[config.mk]
export PLATFORM = sky130hd
export DESIGN_NAME = serial_tx
export DESIGN_NICKNAME = d
export VERILOG_FILES = /design/src/rtl/serial_tx.sv
export SDC_FILE = /design/constraint.sdc
export NUM_CORES = 1
export LEC_CHECK = 0
export ABC_CLOCK_PERIOD_IN_PS = 1550
export BUFFER_PORTS_ARGS = -buffer_cell sky130_fd_sc_hd__buf_2
export CAP_MARGIN = 20
export CORE_UTILIZATION = 51
export CTS_BUF_LIST = sky130_fd_sc_hd__clkbuf_8
export CTS_CLUSTER_SIZE = 30
export DETAILED_ROUTE_END_ITERATION = 16
export HOLD_SLACK_MARGIN = 0.02
export PLACE_DENSITY = 0.76
export SYNTH_ARGS = -nofsm -noshare
export SYNTH_HDL_FRONTEND = slang
export SYNTH_SLANG_ARGS = --single-unit
[constraint.sdc]
create_clock -name clk -period 1.55 [get_ports clk]
set_input_delay 0.0775 -clock clk [delete_from_list [all_inputs] [get_ports clk]]
set_output_delay 0.0775 -clock clk [all_outputs]
set_load 0.05 [all_outputs]
[src/rtl/serial_tx.sv]
// Framed serial transmitter: start bit, data LSB first, optional even parity, stop bit.
// All state, including every output, is registered on the falling edge of clk.
module serial_tx #(
  parameter int DATA_WIDTH   = 8,
  parameter int CLKS_PER_BIT = 4,
  parameter int PARITY_EN    = 0
) (
  input  logic                  clk,
  input  logic                  reset,
  input  logic                  tx_valid,
  input  logic [DATA_WIDTH-1:0] tx_data,
  output logic                  tx_ready,
  output logic                  tx_out,
  output logic                  tx_busy,
  output logic                  tx_done
);

  localparam int CNT_W = (CLKS_PER_BIT > 1) ? $clog2(CLKS_PER_BIT) : 1;
  localparam int BIT_W = (DATA_WIDTH > 1) ? $clog2(DATA_WIDTH) : 1;
  localparam logic [CNT_W-1:0] CNT_LAST = CNT_W'(CLKS_PER_BIT - 1);
  localparam logic [BIT_W-1:0] BIT_LAST = BIT_W'(DATA_WIDTH - 1);

  typedef enum logic [2:0] {
    IDLE,
    START,
    DATA,
    PARITY,
    STOP
  } state_t;

  state_t                state_reg;
  logic [CNT_W-1:0]      cyc_reg;
  logic [BIT_W-1:0]      bit_reg;
  logic [DATA_WIDTH-1:0] shift_reg;
  logic [DATA_WIDTH-1:0] shift_next;
  logic                  parity_reg;
  logic                  bit_end;

  // The next data bit is taken from the post-shift value so tx_out changes on the same edge.
  always_comb begin
    shift_next = shift_reg >> 1;
    bit_end    = (cyc_reg == CNT_LAST);
  end

  always_ff @(negedge clk) begin
    if (reset) begin
      state_reg  <= IDLE;
      cyc_reg    <= '0;
      bit_reg    <= '0;
      shift_reg  <= '0;
      parity_reg <= 1'b0;
      tx_out     <= 1'b1;
      tx_ready   <= 1'b1;
      tx_busy    <= 1'b0;
      tx_done    <= 1'b0;
    end else begin
      tx_done <= 1'b0;
      if (state_reg == IDLE) begin
        if (tx_valid) begin
          shift_reg  <= tx_data;
          parity_reg <= ^tx_data;
          cyc_reg    <= '0;
          bit_reg    <= '0;
          state_reg  <= START;
          tx_out     <= 1'b0;
          tx_ready   <= 1'b0;
          tx_busy    <= 1'b1;
        end
      end else if (!bit_end) begin
        cyc_reg <= cyc_reg + CNT_W'(1);
      end else begin
        cyc_reg <= '0;
        case (state_reg)
          START: begin
            state_reg <= DATA;
            tx_out    <= shift_reg[0];
          end
          DATA: begin
            shift_reg <= shift_next;
            if (bit_reg == BIT_LAST) begin
              bit_reg <= '0;
              if (PARITY_EN != 0) begin
                state_reg <= PARITY;
                tx_out    <= parity_reg;
              end else begin
                state_reg <= STOP;
                tx_out    <= 1'b1;
              end
            end else begin
              bit_reg <= bit_reg + BIT_W'(1);
              tx_out  <= shift_next[0];
            end
          end
          PARITY: begin
            state_reg <= STOP;
            tx_out    <= 1'b1;
          end
          STOP: begin
            state_reg <= IDLE;
            tx_out    <= 1'b1;
            tx_ready  <= 1'b1;
            tx_busy   <= 1'b0;
            tx_done   <= 1'b1;
          end
          default: begin
            state_reg <= IDLE;
            tx_out    <= 1'b1;
            tx_ready  <= 1'b1;
            tx_busy   <= 1'b0;
          end
        endcase
      end
    end
  end

endmodule

**Yosys cells after proc, flatten, opt, wreduce, memory -nomap -nowiden**

Cells that the tools add are included.

- Register bits after elaboration: 20
- Input port bits: 11
- Word-level logic and storage cells: 59

- Add/subtract/negate cells: 2
- Equal/unequal tests: 9
- Multiplexer cells: 30
- Bitwise operators: 1
- Reductions and logical operators: 9

Operator list:

| operator | number |
|---|---|
| $mux 8 | 4 |
| $mux 3 | 9 |
| $mux 1 | 12 |
| $pmux 3 s3 | 1 |
| $reduce_and 3->1 | 3 |
| $eq 3x2->1 const B | 2 |
| $eq 3x3->1 const B | 2 |
| $mux 2 | 3 |
| $reduce_or 3->1 | 2 |
| $reduce_bool 2->1 | 2 |
| $add 3x1->3 const B | 1 |
| $eq 3x1->1 const B | 1 |
| $logic_not 3->1 | 1 |
| $ne 3x3->1 const B | 1 |
| $add 2x1->2 const B | 1 |
| $eq 2x2->1 const B | 1 |
| $ne 2x1->1 const B | 1 |
| $ne 2x2->1 const B | 1 |
| $pmux 1 s2 | 1 |
| $reduce_and 2->1 | 1 |
| $not 1->1 | 1 |

**Longest topological paths before layout**

- Depth in word-level cells: 5
- Gate-level depth with buffers: 5
- Depth with buffers taken out: 5

==> results.toml <==
[grt]
grt_first_pass_wirelength_microns = 3530
gr-total-overflow = 0
antenna_found_initial = 0
grt_max_degree = 19
grtUsageTotal_pct = 24.2
grt_pass1_vias = 871

[cts]
htreeDepth = 1
cts_made_buffers = 3
cts_sinks = 20
cts_tree = "done"
clk_pin_slew_ns = 0.03
cts_buffer_depth = 2
cts_root_buf = "clkbuf_8"
worstSkewPairLatency_ns = 0.33

[timing]
worstMarginPinSlew_ns = 0.298
setup_viol = 4
finalSetupTns_ns = -0.372
layout_setup_ws_ns = -0.101
rsz0062_at_grt = "true"
final-hold-violation-count = 0
drv_slew = 0
fin_worst_skew_ns = 0.0168
slew_headroom_pct = 79.6

[layout]
num-nets-final = 162
syn2layout_area_growth_pct = 37.6
fin_area_sq_um = 1270
drive_gt1_share_pct = 28.1
num_antenna_cells = 0
largest_reg_flops = 8

[worst_setup_path]
critPathTopFamily = "flip-flops"
worstPathArrival_ns = 1.57
cp_max_fo = 2
critPathSlowestCell = "dfxtp_2"
cp_cell_sequence = "buf_8"
cp-end-kind = "output port"
required_ns = 1.47
r2r_slack_ns = 0.08
critical_path_class = "reg -> out"
max_stage_delay_ns = 0.33
path_buf_inv = 1
worst_setup_path_start_kind = "flip-flop"

[synth]
avgSynthCellArea_sq_um = 8.95
synth_top_area_cell = "dfxtp_1"
seq_area_frac_synth_pct = 43.4
yosysWarnings = 0
synth_area_leaders = "dfxtp_1, a21oi_1, a211oi_1, ha_1, o22ai_1"
ys_seq_elements = 20
synth.distinct_cells = 30
syn_inst = 103
netlist_area_sq_um = 922
synth_top_area_share_pct = 43.4
synth.net_count = 117

[die]
io_pins = 15
die_w_microns = 44.5
rows = 15
die_h_microns = 44.5
die_area_sq_um = 1980
core-area_sq_um = 1710
initial_core_util_pct = 54.0

[power_and_ir_drop]
power_density_nw_per_um2 = 1020
irDropWorstVdd_mv = 0.609
leakagePower_uw = 0.000581

[min_path]
hp-class = "reg -> reg"

[placement]
dp_hpwl_microns = 1440
port_buffers = 14
placed_area_sq_um = 1090
dp_slack_ns = -0.168
place_congestion = 0.799

[routing]
routedWlPerCell_microns = 12.5
routed_wl_microns = 2140
ant_nets = 0
drc_errors = 0
drt_first_pass_iters = 4
vias_per_cell = 5.47
drtIter0Drc = 25
via_count = 936

[run_status]
status = "finished, violations left"
violations = "setup timing"

[job]
cap_violations = 0
## worst paths after layout
kind	startpoint	to	depth (start not counted)
setup / recovery	tx_ready	tx_ready	1
hold / removal	bit_reg[1]	bit_reg[1]	2
setup reg to reg	bit_reg[0]	tx_out	4
hold reg to reg	bit_reg[1]	bit_reg[1]	2
## through the flow
| step | hold WS, ns | power [uW] | utilization [%] | std cells |
|---|---|---|---|---|
| floorplan | 0.450 | 769 | - | 103 |
| global placement | 0.460 | 817 | 63.6 | 147 |
| detailed placement | 0.472 | 823 | 63.6 | 147 |
| CTS | 0.478 | 1310 | 72.8 | 170 |
| global route | 0.506 | 1390 | 74.3 | 171 |
| finish | 0.472 | 1290 | 74.3 | 171 |
## synth_stat cells
library cell,n
inv_1,2
nand4_1,4
nor2_1,4
nand2_1,7
o21ai_0,5
buf_2,2
o31ai_1,1
nor3_2,1
a221o_1,1
a311o_1,1
mux2i_1,1
a211oi_1,8
or2_4,1
ha_1,3
nand3b_1,4
o21ai_1,1
a32oi_1,1
nand2b_1,2
dfxtp_1,20
o311a_1,1
clkbuf_1,3
buf_6,1
a21oi_1,16
buf_4,1
nor2_2,1
nor4_1,1
o22ai_1,5
mux2_2,1
or3_1,3
a211o_1,1
## cells in the final DEF (no fill, tap or decap), drive strengths merged
master,n
a211o,1
a211oi,8
a21oi,16
a221o,1
a311o,1
a32oi,1
buf,28
clkbuf,3
dfxtp,20
ha,3
inv,21
mux2,1
mux2i,1
nand2,7
nand2b,2
nand3b,4
nand4,4
nor2,5
nor3,1
nor4,1
o21ai,6
o22ai,5
o311a,1
o31ai,1
or2,1
or3,3
## where the power goes
group          total [uW]  switching, uW  internal, uW
logic                 184           96.2          88.0
registers             575           23.2           552
clock network         535            294           241
total                1290            413           881
## kinds of logic (layout without fill, tap and decap cells)
| kind of cell | after synthesis | count (layout) | synth area share (%) |
|---|---|---|---|
| multiplexers | 2 | 2 | 2.31 |
| buffers and inverters | 9 | 52 | 5.16 |
| AO/OA/AOI/OAI | 41 | 41 | 27.8 |
| flip-flops | 20 | 20 | 43.4 |
| AND/OR/NAND/NOR | 28 | 28 | 17.2 |
| adder cells (fa/ha/maj) | 3 | 3 | 4.07 |
## worst register-to-register path, stage by stage, from the launching register on
cell     delay [ns]
dfxtp_1        0.32
ha_1           0.20
ha_2           0.18
o311a_1        0.36
a311o_1        0.28
## routing by layer
layer  GRT usage [%]  part of all wire (%)  vias to the layer above
li1                -                     -                      482
met1            28.7                    45                      428
met2            38.2                    50                       22
met3            6.53                   3.8                        4
met4            15.8                  0.98                        0
met5               0                     0                        -
## repair_timing
action,CTS,global route
pin swaps,0,1
setup endpoints to repair,4,6
resized for setup,14,5
hold buffers,0,0
buffers inserted,1,1
## layout make-up
type	count	area, sq um
clock inverter	20	75.1
multi-input combinational	74	483
timing repair buffer	28	228
clock buffer	3	41.3
tap	25	31.3
inverter	1	3.75
fill	145	439
sequential	20	407
Note: power is estimated with default switching activity, not from simulation.
